--- src/rtl/rtc_timer_pkg.sv ---
// Shared definitions for the rtc_timer slice: run-mode encodings, field
// width, BCD field limits and small BCD helpers.
package rtc_pkg;

  localparam int FIELD_W = 8;

  typedef enum logic [1:0] {
    MODE_CLOCK     = 2'b00,
    MODE_STOPWATCH = 2'b01,
    MODE_COUNTDOWN = 2'b10,
    MODE_HOLD      = 2'b11
  } mode_e;

  localparam logic [FIELD_W-1:0] BCD_LIM_99 = 8'h99;
  localparam logic [FIELD_W-1:0] BCD_LIM_59 = 8'h59;

  // Two-digit BCD to binary (0..99 for legal digits).
  function automatic logic [7:0] bcd2bin(input logic [7:0] b);
    return 8'(b[7:4]) * 8'd10 + 8'(b[3:0]);
  endfunction

  // Both digits legal and tens digit within the field's limit.
  function automatic logic bcd_ok(input logic [7:0] b, input logic [3:0] tens_max);
    return (b[3:0] <= 4'd9) && (b[7:4] <= tens_max);
  endfunction

endpackage

--- src/rtl/rtc_timer_bcd_field.sv ---
// Two-digit BCD up/down counter, modulus MOD. Carry/borrow out is
// combinational so fields chain within one update edge; nxt exposes the
// value the field will take at the coming edge.
module bcd_field
  import rtc_pkg::*;
#(
  parameter int MOD = 100
) (
  input  logic               clk_50mhz,
  input  logic               rst,
  input  logic               en,
  input  logic               up,
  input  logic               load,
  input  logic [FIELD_W-1:0] load_val,
  output logic [FIELD_W-1:0] value,
  output logic [FIELD_W-1:0] nxt,
  output logic               co
);

  localparam int TOP = MOD - 1;
  localparam logic [7:0] TOP_BIN = 8'(TOP);
  localparam logic [7:0] TOP_BCD = {4'(TOP / 10), 4'(TOP % 10)};

  logic [FIELD_W-1:0] r_value;
  logic [FIELD_W-1:0] w_step;
  logic               w_at_top;
  logic               w_at_zero;

  assign w_at_top  = bcd2bin(r_value) >= TOP_BIN;
  assign w_at_zero = (r_value == '0);
  assign co        = en & (up ? w_at_top : w_at_zero);
  assign nxt       = load ? load_val : (en ? w_step : r_value);
  assign value     = r_value;

  // Digit-wise increment/decrement with wrap at the field modulus.
  always_comb begin
    w_step = r_value;
    if (up) begin
      if (w_at_top)                w_step = '0;
      else if (r_value[3:0] >= 4'd9) w_step = {r_value[7:4] + 4'd1, 4'd0};
      else                         w_step = {r_value[7:4], r_value[3:0] + 4'd1};
    end else begin
      if (w_at_zero)               w_step = TOP_BCD;
      else if (r_value[3:0] == 4'd0) w_step = {r_value[7:4] - 4'd1, 4'd9};
      else                         w_step = {r_value[7:4], r_value[3:0] - 4'd1};
    end
  end

  // Field register.
  always_ff @(posedge clk_50mhz or negedge rst) begin
    if (!rst) r_value <= '0;
    else      r_value <= nxt;
  end

endmodule

--- src/rtl/rtc_timer.sv ---
// Centisecond real-time clock / stopwatch / countdown timer with BCD
// {HH,MM,SS,CC} output. Optional alarm compare is built when the macro
// RTC_TIMER_ALARM_EN is defined.
module rtc_timer
  import rtc_pkg::*;
#(
  parameter int CLK_HZ   = 50000000,
  parameter int TICK_HZ  = 100,
  parameter int HOUR_MOD = 24
) (
  input  logic        clk_50mhz,
  input  logic        rst,
  input  logic [1:0]  mode,
  input  logic        pause,
  input  logic        load,
  input  logic [31:0] load_val,
`ifdef RTC_TIMER_ALARM_EN
  input  logic [23:0] alarm_val,
  input  logic        alarm_en,
  output logic        alarm,
`endif
  output logic [31:0] out,
  output logic        tick,
  output logic        rollover,
  output logic        done
);

  localparam int DIV = CLK_HZ / TICK_HZ;
  localparam int PW  = (DIV > 1) ? $clog2(DIV) : 1;
  localparam logic [PW-1:0] PRESC_TOP = PW'(DIV - 1);
  localparam logic [7:0] HOUR_MOD_BIN = 8'(HOUR_MOD);
  localparam logic [7:0] HH_TOP_BIN   = 8'(HOUR_MOD - 1);

  logic [PW-1:0] r_presc;
  logic          r_tick, r_roll, r_done;
  logic [1:0]    r_mode_q;

  logic w_clk, w_sw, w_cd, w_running, w_update, w_adv, w_up;
  logic w_sat, w_zero, w_sw_done, w_cd_done, w_hh_wrap;
  logic [7:0] w_ld_cc, w_ld_ss, w_ld_mm, w_ld_hh;
  logic [7:0] w_cc, w_ss, w_mm, w_hh;
  logic [7:0] w_cc_nxt, w_ss_nxt, w_mm_nxt, w_hh_nxt;
  logic w_cc_co, w_ss_co, w_mm_co, w_hh_co;
  logic w_hh_load;
  logic [7:0] w_hh_load_val;
  logic [31:0] w_out_nxt;

  assign w_clk     = (mode == MODE_CLOCK);
  assign w_sw      = (mode == MODE_STOPWATCH);
  assign w_cd      = (mode == MODE_COUNTDOWN);
  assign w_running = !pause && (mode != MODE_HOLD);
  assign w_update  = (r_presc == PRESC_TOP) && w_running && !load;
  assign w_up      = !w_cd;

  assign out       = {w_hh, w_mm, w_ss, w_cc};
  assign w_out_nxt = {w_hh_nxt, w_mm_nxt, w_ss_nxt, w_cc_nxt};
  assign w_sat     = (out == {BCD_LIM_99, BCD_LIM_59, BCD_LIM_59, BCD_LIM_99});
  assign w_zero    = (out == '0);

  // Saturated stopwatch and empty countdown still tick but do not move.
  assign w_adv     = w_update && !(w_sw && w_sat) && !(w_cd && w_zero);
  assign w_sw_done = w_update && w_sw && w_sat;
  assign w_cd_done = w_update && w_cd && (w_out_nxt == '0);

  // Illegal load fields collapse to 00; hour limit only applies to the clock.
  assign w_ld_cc = bcd_ok(load_val[7:0],   BCD_LIM_99[7:4]) ? load_val[7:0]   : '0;
  assign w_ld_ss = bcd_ok(load_val[15:8],  BCD_LIM_59[7:4]) ? load_val[15:8]  : '0;
  assign w_ld_mm = bcd_ok(load_val[23:16], BCD_LIM_59[7:4]) ? load_val[23:16] : '0;
  assign w_ld_hh = (!bcd_ok(load_val[31:24], BCD_LIM_99[7:4]) ||
                    (w_clk && (bcd2bin(load_val[31:24]) >= HOUR_MOD_BIN))) ? '0 : load_val[31:24];

  // Hours field counts to 99; clock mode wraps it early by loading 00.
  assign w_hh_wrap     = w_mm_co && w_clk && (bcd2bin(w_hh) >= HH_TOP_BIN);
  assign w_hh_load     = load || w_hh_wrap;
  assign w_hh_load_val = load ? w_ld_hh : 8'h00;

  bcd_field #(.MOD(100)) u_cc (
    .clk_50mhz(clk_50mhz), .rst(rst), .en(w_adv), .up(w_up), .load(load),
    .load_val(w_ld_cc), .value(w_cc), .nxt(w_cc_nxt), .co(w_cc_co)
  );

  bcd_field #(.MOD(60)) u_ss (
    .clk_50mhz(clk_50mhz), .rst(rst), .en(w_cc_co), .up(w_up), .load(load),
    .load_val(w_ld_ss), .value(w_ss), .nxt(w_ss_nxt), .co(w_ss_co)
  );

  bcd_field #(.MOD(60)) u_mm (
    .clk_50mhz(clk_50mhz), .rst(rst), .en(w_ss_co), .up(w_up), .load(load),
    .load_val(w_ld_mm), .value(w_mm), .nxt(w_mm_nxt), .co(w_mm_co)
  );

  bcd_field #(.MOD(100)) u_hh (
    .clk_50mhz(clk_50mhz), .rst(rst), .en(w_mm_co), .up(w_up), .load(w_hh_load),
    .load_val(w_hh_load_val), .value(w_hh), .nxt(w_hh_nxt), .co(w_hh_co)
  );

  // Prescaler: cleared by load or update, frozen while paused or holding.
  always_ff @(posedge clk_50mhz or negedge rst) begin
    if (!rst)           r_presc <= '0;
    else if (load)      r_presc <= '0;
    else if (w_update)  r_presc <= '0;
    else if (w_running) r_presc <= r_presc + PW'(1);
  end

  // Tick and rollover pulses land with the updated time value.
  always_ff @(posedge clk_50mhz or negedge rst) begin
    if (!rst) begin
      r_tick <= 1'b0;
      r_roll <= 1'b0;
    end else begin
      r_tick <= w_update;
      r_roll <= w_clk && (w_hh_wrap || w_hh_co);
    end
  end

  // done: set by saturation/zero, cleared by load, clock mode or mode change.
  always_ff @(posedge clk_50mhz or negedge rst) begin
    if (!rst) begin
      r_done   <= 1'b0;
      r_mode_q <= MODE_CLOCK;
    end else begin
      r_mode_q <= mode;
      if (load || w_clk)              r_done <= 1'b0;
      else if (w_sw_done || w_cd_done) r_done <= 1'b1;
      else if (mode != r_mode_q)      r_done <= 1'b0;
    end
  end

  assign tick     = r_tick;
  assign rollover = r_roll;
  assign done     = r_done;

`ifdef RTC_TIMER_ALARM_EN
  logic r_alarm;

  // Alarm fires on the clock-mode update that lands on HH:MM:SS.00.
  always_ff @(posedge clk_50mhz or negedge rst) begin
    if (!rst) r_alarm <= 1'b0;
    else      r_alarm <= w_update && w_clk && alarm_en &&
                         (w_out_nxt[31:8] == alarm_val) && (w_out_nxt[7:0] == 8'h00);
  end

  assign alarm = r_alarm;
`endif

endmodule

--- config.mk ---
export PLATFORM = sky130hd
export DESIGN_NAME = rtc_timer
export DESIGN_NICKNAME = d
export VERILOG_FILES = /design/src/rtl/rtc_timer_pkg.sv /design/src/rtl/rtc_timer_bcd_field.sv /design/src/rtl/rtc_timer.sv
export SDC_FILE = /design/constraint.sdc
export NUM_CORES = 1
export LEC_CHECK = 0
export ABC_AREA = 1
export ABC_CLOCK_PERIOD_IN_PS = 5500
export CAP_MARGIN = 0
export CELL_PAD_IN_SITES_DETAIL_PLACEMENT = 1
export CELL_PAD_IN_SITES_GLOBAL_PLACEMENT = 2
export CORE_ASPECT_RATIO = 2
export CORE_UTILIZATION = 32
export DETAILED_ROUTE_END_ITERATION = 7
export GPL_TIMING_DRIVEN = 0
export MAX_ROUTING_LAYER = met4
export PLACE_DENSITY_LB_ADDON = 0.25
export SLEW_MARGIN = 0
export SYNTH_ARGS = -nofsm -noshare
export SYNTH_HDL_FRONTEND = slang
export SYNTH_HIERARCHICAL = 1
export SYNTH_SLANG_ARGS = --single-unit
export TNS_END_PERCENT = 50
--- constraint.sdc ---
create_clock -name clk_50mhz -period 5.5 [get_ports clk_50mhz]
set_clock_uncertainty 0.1 [all_clocks]
set_input_delay 1.1 -clock clk_50mhz [delete_from_list [all_inputs] [get_ports clk_50mhz]]
set_output_delay 1.1 -clock clk_50mhz [all_outputs]
set_load 0.005 [all_outputs]
==> run summary <==
status: complete, no violations
distinct cell type count after synthesis: 50
worst flop-to-flop path startpoint: u_cc/value[5]$_DFF_PN0_
Max Clock Freq: 198 MHz
final hold violation count: 0
leakage: 0.00433 uW
CP Class: input pin to flip-flop
Simple-Gate Fraction of Synth Area: 0.421
clock sink total: 56
CP Launch Type: input pin
sequential fraction of the synthesis area: 0.189
PortBufs: 72
post-DP HPWL: 20800 um
core area: 0.0227 sq mm
Worst-path clk slew: 0.08 ns
Clk pwr share: 0.281
R2R cell count: 27
reg-to-reg endpoint: done$_DFFE_PN0P_
initial antenna violation count: 0
Pre-antenna DRT Iters: 4
Synth Area in Adders: 0.139
Worst Path Required: 5.63 ns
Worst Setup SP: load
Ys Warns: 6
die width: 110 um
DRC viols: 0
Rel. slew slack: 0.513
Area contributors post-synth: dfrtp_1, nand2_1, ha_1
CTS root buf: clkbuf_16
starting density of the core: 0.326
#FFs+latches synth: 56
crit path max fanout: 10
maximum VDD drop: 0.000131 V
gr ovfl total: 0
Synth area leader: dfrtp_1
top post-synthesis cells by count: nand2_1, inv_1, nor2_1
dpl cell area: 0.00850 sq mm
die height: 217 um
top cell type's share of synthesized area: 0.189
final setup vio count: 0
synthesized instance count: 1176
EDFF count, synth: 0
filler instances: 3035
Cell Area, Synth: 0.00741 sq mm
post-synthesis compound-gate area fraction: 0.116
top_reg_cell synth: dfrtp_1
Layout Nets: 1372
global-route wire length before repair: 41400 um
total global-route track usage: 0.230
Vias per Instance: 5.11
Antenna diodes: 0
crit end category: flip-flop
WL per Instance: 16.4 um
DRT Wirelength: 25200 um
final std cell area, no fill: 0.00876 sq mm
I/O Pins: 73
HP Class: flip-flop to flip-flop
Power Internal: 865 uW
Worst Setup EP: done$_DFFE_PN0P_
pwr dens: 161 mW/mm^2
Slew @ Worst Pin: 0.730 ns
main combinational cell family by area after synthesis: simple AND/OR/NAND/NOR gates
Max-Cap Viols: 0
Net Sw Frac: 0.387
Seq pwr share: 0.347
# rows: 78
pin count of the biggest net entering global routing: 30
mux contribution to synthesized area: 0
fraction of registers with async set/reset: 1.00
Sw Pwr: 546 uW
Routed Antenna Nets: 0
Hold Buf Count CTS: 0
vias after detailed routing: 7873
CTS tree: done
Final Util: 0.385
WP data arrival: 5.19 ns
R2R Setup Slk: 0.55 ns
H-tree Lvls: 2
Post-Synth XOR/XNOR Area: 0.0353
most common cell in the synthesized netlist: nand2_1
number of max-slew violations in the final report: 0
GPL Wtd Cong: 0.818
Clk Latency, worst-skew pair: 0.30 ns
first-iteration detailed-routing DRC count: 212
RSZ-0062 raised after global routing: no
mean post-synth cell area: 6.30 sq um
minimum clock period: 5.06 ns
Area Overhead vs Synth: 18.1%
clock buffer depth: 2
share of layout cells above drive strength 1: 0.102
die footprint: 0.0238 sq mm
CTS Buf Count: 5
vias in the first global route: 8467
combinational fraction of design power: 0.373
period utilization: 0.920
[worst min-delay path by stage]
| stage | cells after the start | start | end |
|---|---|---|---|
| after floorplan | 1 | r_presc[0]$_DFFE_PN0P_ | r_presc[0]$_DFFE_PN0P_ |
| after global placement | 2 | r_presc[1]$_DFFE_PN0P_ | r_presc[1]$_DFFE_PN0P_ |
| after detailed placement | 2 | r_presc[1]$_DFFE_PN0P_ | r_presc[1]$_DFFE_PN0P_ |
| after CTS | 2 | r_presc[1]$_DFFE_PN0P_ | r_presc[1]$_DFFE_PN0P_ |
| after global routing | 1 | r_presc[0]$_DFFE_PN0P_ | r_presc[0]$_DFFE_PN0P_ |
| final | 2 | r_presc[1]$_DFFE_PN0P_ | r_presc[1]$_DFFE_PN0P_ |
[state kept, by name, indices dropped and copies added, names as in the netlist]
name,cells
done,1
u_mm/value,8
u_cc/value,8
u_ss/value,8
r_presc,19
u_hh/value,8
rollover,1
r_mode_q,2
tick,1
[power groups by stage]
stage	combinational (uW)	sequential, uW	clock [uW]
4_1_cts	535	492	409
6_report	526	489	396
3_5_place_dp	530	500	0
3_3_place_gp	518	500	0
2_1_floorplan	350	474	0
5_1_grt	596	495	420
[routing by layer]
metal	wire length [um]	global-route usage	up-vias	share of wire
li1	-	-	3955	-
met1	9180	0.213	3768	0.36
met2	14900	0.474	104	0.59
met3	311	0.0132	46	0.012
met4	807	0.0773	0	0.032
met5	0	-	-	0
[cells by family after synthesis]
kind of cell,after synthesis
AOI/OAI and AO/OA,151
and+or+nand+nor,673
adders and majority gates,75
xor gates and xnor gates,29
other,1
buffers and inverters,191
DFF,56
[worst max-delay path, stage by stage]
cell and delay (ns):
dlygate4sd2_1 0.37, inv_2 0.20, nand4_1 0.19, nor3_4 0.31, nand2_1 0.13, nor2_4 0.23
nand2_1 0.14, a21oi_4 0.23, nand2_1 0.16, a21oi_4 0.23, nand2_1 0.19, a21oi_4 0.23
inv_1 0.06, nor2_1 0.10, nand2_1 0.08, nand2_2 0.15, clkbuf_4 0.23, a21oi_1 0.05
nand2_1 0.07, nand2_1 0.06, nor2_1 0.12, nand3_1 0.14, nor2_1 0.11, nand2_1 0.06
nand2_1 0.05, nand2_1 0.05, a21oi_1 0.12
[timing repair]
action / 4_1_cts / 5_1_grt
endpoints found under the setup margin: 9 / 1
endpoints found under the hold margin: 0 / 0
setup buffers: 1 / 2
resized for setup: 10 / 5
cloned: 0 / 0
pin swaps: 1 / 1
[placed cells by master, fill, tap and decap left out, types with 3 or more instances in the layout]
master / Yosys / layout
xnor2_1: 7 / 7
or2_2: 3 / 3
nor2_4: 11 / 12
buf_2: 7 / 7
nor4_1: 5 / 5
nand3b_1: 3 / 3
nand2_1: 332 / 330
buf_4: 1 / 4
clkdlybuf4s50_1: 0 / 68
dfrtp_1: 56 / 56
o21ai_2: 3 / 3
fa_1: 12 / 12
xor2_1: 21 / 21
inv_2: 29 / 29
o21ai_1: 7 / 7
clkinv_1: 3 / 3
nand2_2: 20 / 21
nor2_2: 7 / 7
nor2_1: 120 / 119
a21oi_4: 1 / 4
ha_1: 63 / 63
nor3_1: 19 / 19
nand3_1: 99 / 99
clkbuf_1: 6 / 5
a31oi_1: 7 / 7
clkbuf_16: 0 / 5
nand4_1: 32 / 32
nand2_4: 2 / 3
o21bai_1: 4 / 4
inv_1: 144 / 144
a21oi_1: 78 / 75
nand3_2: 8 / 8
o21ai_0: 39 / 39
[final cells by class]
cell class,count,area (sq um),share of cell area
timing repair buffer,76,762,0.0870
clock inverter,2,38.8,0.00443
tap,280,350,0.0400
inverter,176,661,0.0754
multi-input combinational,930,5330,0.609
sequential,56,1400,0.160
buffer,14,75.1,0.00857
clock buffer,6,139,0.0159
[through the flow]
| step | instances | TNS [ns] | hold WS, ns | power (uW) | worst slack [ns] |
|---|---|---|---|---|---|
| 5_1_grt | 1540 | 0 | 0.462 | 1510 | 0.0141 |
| 6_report | 1540 | 0 | 0.418 | 1410 | 0.442 |
| 3_3_place_gp | 1529 | -7.91 | 0.391 | 1020 | -1.49 |
| 4_1_cts | 1538 | 0 | 0.418 | 1440 | 0.0312 |
| 2_1_floorplan | 1177 | 0 | 0.371 | 824 | 0.966 |
| 3_5_place_dp | 1530 | -7.58 | 0.396 | 1030 | -1.46 |
Note: power is estimated with default switching activity, not from simulation.
==> variant 1, RTL diff (same flow settings) <==
Put a register stage on the output `out`, without a reset. The value now appears one clock later. The other outputs are not delayed to match.
--- a/src/rtl/rtc_timer.sv
+++ b/src/rtl/rtc_timer.sv
@@ -32,4 +32,6 @@
   localparam logic [7:0] HH_TOP_BIN   = 8'(HOUR_MOD - 1);
 
+  logic [31:0] out_d;
+
   logic [PW-1:0] r_presc;
   logic          r_tick, r_roll, r_done;
@@ -53,8 +55,8 @@
   assign w_up      = !w_cd;
 
-  assign out       = {w_hh, w_mm, w_ss, w_cc};
+  assign out_d     = {w_hh, w_mm, w_ss, w_cc};
   assign w_out_nxt = {w_hh_nxt, w_mm_nxt, w_ss_nxt, w_cc_nxt};
-  assign w_sat     = (out == {BCD_LIM_99, BCD_LIM_59, BCD_LIM_59, BCD_LIM_99});
-  assign w_zero    = (out == '0);
+  assign w_sat     = (out_d == {BCD_LIM_99, BCD_LIM_59, BCD_LIM_59, BCD_LIM_99});
+  assign w_zero    = (out_d == '0);
 
   // Saturated stopwatch and empty countdown still tick but do not move.
@@ -144,4 +146,8 @@
 `endif
 
+  always_ff @(posedge clk_50mhz) begin
+    out <= out_d;
+  end
+
 endmodule
 
Check against the original RTL: not equivalent (Yosys sat finds a counterexample within 4 cycles, from zero or initial values and one cycle with rst low).
==> variant 1 against the unedited design <==
Area after synthesis increased by 10%; critical endpoint unchanged; power increased by 34%; non-clock buffer count decreased by 4; sequential power increased by 52%; setup slack got worse by 13 ps; largest power group is now sequential cells; cell area increased by 11%; sequential cell count increased by 32; fmax decreased by 0.27%; routed wire length increased by 5.8%.
==> variant 1: results (changes against the unedited design) <==
[global_routing]
grt_util_met3_pct = 2.23  ; +0.91 points
grt_pass1_wl_mm = 44.5  ; +7.5%
groute.usage.overall_pct = 22.5  ; -0.53 points
antenna_found_initial = 1  ; +1
met2_usage_pct = 43.9  ; -3.5 points
met1_usage_pct = 21.8  ; +0.59 points
grt_max_degree = 35  ; +17%
grt_pass1_vias = 8842  ; +4.4%

[clocking]
cts_buffers = 9  ; +4
clockBufferDepth = 2  ; unchanged
htree_levels = 3  ; +1
clock_latency_ps = 350  ; +50 ps
clk_pin_slew_worst_paths_ps = 70

[worst_setup_path]
r2r-start = u_cc/value[4]$_DFF_PN0_
ff2ff_setup_slack_ps = 530  ; -20 ps
worst_path_max_delay_cell = clkdlybuf4s50_1
arrival_ps = 5250  ; +60 ps
critPathMaxStageDelay_ps = 490  ; +120 ps
worst_r2r_path_depth = 29  ; +7.4%

[worst_hold_path]
hold_path_startpoint = r_presc[0]$_DFFE_PN0P_
hp-class = register to register
min_to = r_presc[0]$_DFFE_PN0P_
holdPathStages = 1  ; -1

[yosys]
synth-async-reset-ratio_pct = 63.6  ; -36 points
synth-compound-area-share_pct = 11.2  ; -0.37 points
synth.area.top_cells = dfrtp_1 (17%), nand2_1 (15%), ha_1 (9.6%)
ys_seq_area_share_pct = 25.0  ; +6.1 points
synth_common_cells = nand2_1 (331), inv_1 (150), nor2_1 (110), nand3_1 (99), a21oi_1 (75)
synth-adder-area-share_pct = 12.6  ; -1.3 points
yosysUniqueCellTypes = 53  ; +6.0%
synth_xor_area_share_pct = 3.20  ; -0.33 points

[final_layout]
final_layout_size_suffix_gt1_share_pct = 11.5  ; +1.3 points
fillers = 3329  ; +9.7%
nets = 1417  ; +3.3%

[pwr]
p_leak_uw = 0.00467  ; +8.0%
ir_drop_uv = 134  ; +2.5%

[sta]
whs_ps = 449  ; +30.7 ps
slew-limit-headroom_pct = 41.8  ; -9.6 points

[drt]
vias = 8132  ; +3.3%
wl_met1_mm = 9.85  ; +7.4%
met3_wirelength_um = 543  ; +75%
drt-initial-drc-count = 238  ; +12%
wl_met2_mm = 15.3  ; +2.8%
wire_per_inst_um = 16.2  ; -0.92%

[placement]
hpwl_mm = 22.0  ; +5.9%
place_ws_ps = -1550  ; -88.3 ps
place_congestion = 0.848  ; +3.6%

[status]
outcome = finished, final reports clean

==> variant 1: cell types whose count changed after synthesis, moves of 3 or more <==
cell     change
inv_1        +6
nor3_1       -4
a21oi_1      -3
nor2_4       +4
inv_2        +3
nor2_1      -10
dfxtp_1     +32
nand2_2      +3
o21ai_1      +5
==> variant 1: power groups by stage <==
stage | logic (uW) | clock network, uW | registers [uW]
after floorplan | 347 | 0 | 729
after global placement | 518 | 0 | 755
after detailed placement | 530 | 0 | 756
after CTS | 534 | 652 | 742
after global routing | 597 | 674 | 747
final | 526 | 628 | 741
==> variant 1: per-stage QoR <==
step	instances	cell area, um2	total power (uW)	util [%]
after CTS	1645	9650	1930	38.6
after floorplan	1221	8180	1080	-
after global placement	1629	9320	1270	37.2
after detailed placement	1630	9330	1290	37.3
after global routing	1645	9680	2020	38.7
final	1645	9680	1890	38.7
==> variant 1: timing repair <==
action                                 CTS  global route
endpoints found under the hold margin    0             0
cloned                                   0             0
gates resized for setup                  8             9
setup endpoints to repair                9             1
==> variant 1: final cells by class <==
class	instances	area (um2)	share of cell area, %
Timing Repair Buffer	73	737	7.61
Clock buffer	10	229	2.36
Clock inverter	6	65.1	0.672
Multi-Input combinational cell	934	5430	56.0
Tap cell	336	420	4.34
Buffer	13	67.6	0.698
Inverter	185	694	7.17
Sequential cell	88	2040	21.1
==> variant 1: worst max-delay path by stage <==
stage,startpoint,end,slack (ps),cells after the start
floorplan,u_cc/value[5]$_DFF_PN0_,done$_DFFE_PN0P_,1020,29
global placement,mode[0],done$_DFFE_PN0P_,-1470,29
detailed placement,mode[0],done$_DFFE_PN0P_,-1550,29
CTS,mode[1],done$_DFFE_PN0P_,8,27
global route,mode[0],done$_DFFE_PN0P_,8,27
finish,mode[0],done$_DFFE_PN0P_,430,27
==> variant 2, RTL diff (config.mk and constraints unchanged) <==
Made on the original files. Change the parameter `TICK_HZ` from 100 to 50.
--- a/src/rtl/rtc_timer.sv
+++ b/src/rtl/rtc_timer.sv
@@ -6,5 +6,5 @@
 #(
   parameter int CLK_HZ   = 50000000,
-  parameter int TICK_HZ  = 100,
+  parameter int TICK_HZ  = 50,
   parameter int HOUR_MOD = 24
 ) (
Behaviour: same outputs for any inputs over 10 cycles, from zero or initial values and one cycle with rst low; that may be too few to reach the edited logic, so the function may still have changed.
==> variant 2 against the unedited design <==
First-iteration DRC count increased by 3.3%; routed wire length increased by 2.4%; power increased by 14%; sequential cell count increased by 1; setup slack improved by 79 ps; area after synthesis increased by 1.4%; synthesized cell count increased by 1.0%; cell area increased by 2.8%; largest cell class unchanged.
==> variant 2: results (changes against the unedited design) <==
[placement]
place_congestion = 0.862  ; +5.3%
place_area_mm2 = 0.00859  ; +1.1%
dp_cells = 1544  ; +0.92%
hpwl_mm = 21.2  ; +2.0%
place_ws_ps = -1750  ; -285 ps

[pwr]
ir_drop_uv = 170  ; +30%
p_leak_uw = 0.00442  ; +2.2%
p_comb_share_pct = 33.3  ; -4.0 points
swShare_pct = 37.4  ; -1.3 points
seqPwrFrac_pct = 30.7  ; -4.0 points

[global_routing]
grt_pass1_vias = 8564  ; +1.1%
grt_pass1_wl_mm = 41.9  ; +1.2%
grt_max_degree = 58  ; +93%
groute.usage.overall_pct = 23.4  ; +0.41 points

[final_layout]
final_layout_size_suffix_gt1_share_pct = 12.1  ; +1.9 points
nets = 1393  ; +1.5%
finalNonFillerCells = 1568  ; +1.8%
largest_reg_flops = 20  ; +1

[yosys]
synth.avg_cell_area_um2 = 6.33  ; +0.38%
synth.area.top_cells = dfrtp_1 (19%), nand2_1 (17%), ha_1 (10%)

[drt]
first_pass_iters = 6  ; +2
drt-initial-drc-count = 219  ; +3.3%

[sta]
slew-limit-headroom_pct = 45.7  ; -5.6 points

[status]
outcome = finished, final reports clean

[clocking]
clk_pin_slew_worst_paths_ps = 60  ; -20 ps

[worst_setup_path]
worst_r2r_path_depth = 29  ; +7.4%

-- variant 2: final cells by class --
type	instances	area, um2
Fill cell	3101	14100
Multi-Input combinational cell	940	5410
Sequential cell	57	1430
Timing Repair Buffer	81	790
Inverter	179	676
Tap cell	283	354
Clock buffer	11	243
Buffer	12	56.3
Clock inverter	5	55.1
-- variant 2: worst max-delay path, delay by kind of cell --
family	cells	cell delay, ps
AND/OR/NAND/NOR	20	2220
AO/OA/AOI/OAI	6	930
buffers and inverters	5	910
-- variant 2: final timing paths --
| path | to | slack [ps] |
|---|---|---|
| worst max-delay path | done$_DFFE_PN0P_ | 520 |
| worst min-delay path | r_presc[1]$_DFFE_PN0P_ | 420 |
| worst max register to register | done$_DFFE_PN0P_ | 570 |
| worst min register to register | r_presc[1]$_DFFE_PN0P_ | 420 |
| max in group asynchronous | r_presc[9]$_DFFE_PN0P_ | 4020 |
| min in group asynchronous | u_hh/value[7]$_DFF_PN0_ | 750 |
-- variant 2: layer usage --
| metal | global-route usage, % | wire [um] | vias to the layer above |
|---|---|---|---|
| met1 | 20.9 | 9060 | 3891 |
| li1 | - | - | 3997 |
| met5 | - | 0 | - |
| met2 | 49.0 | 15900 | 90 |
| met4 | 7.28 | 490 | 0 |
| met3 | 1.72 | 337 | 30 |
-- variant 2: cell families (layout without fill, tap and decap cells) --
logic type	count (synthesis)	after routing	share of synthesized area, %
AND/OR/NAND/NOR	681	681	42.6
other	1	2	0.0499
AO/OA/AOI/OAI	151	151	11.3
flip-flops	57	57	19.0
adder cells (fa/ha/maj)	75	75	13.7
buffers and inverters	192	288	9.70
XOR/XNOR	31	31	3.71
-- variant 2: timing repair --
item	in CTS	in global routing
resized for setup	10	4
cloned	0	0
pin swaps	1	2
buffers inserted	1	8
setup endpoints to repair	9	1
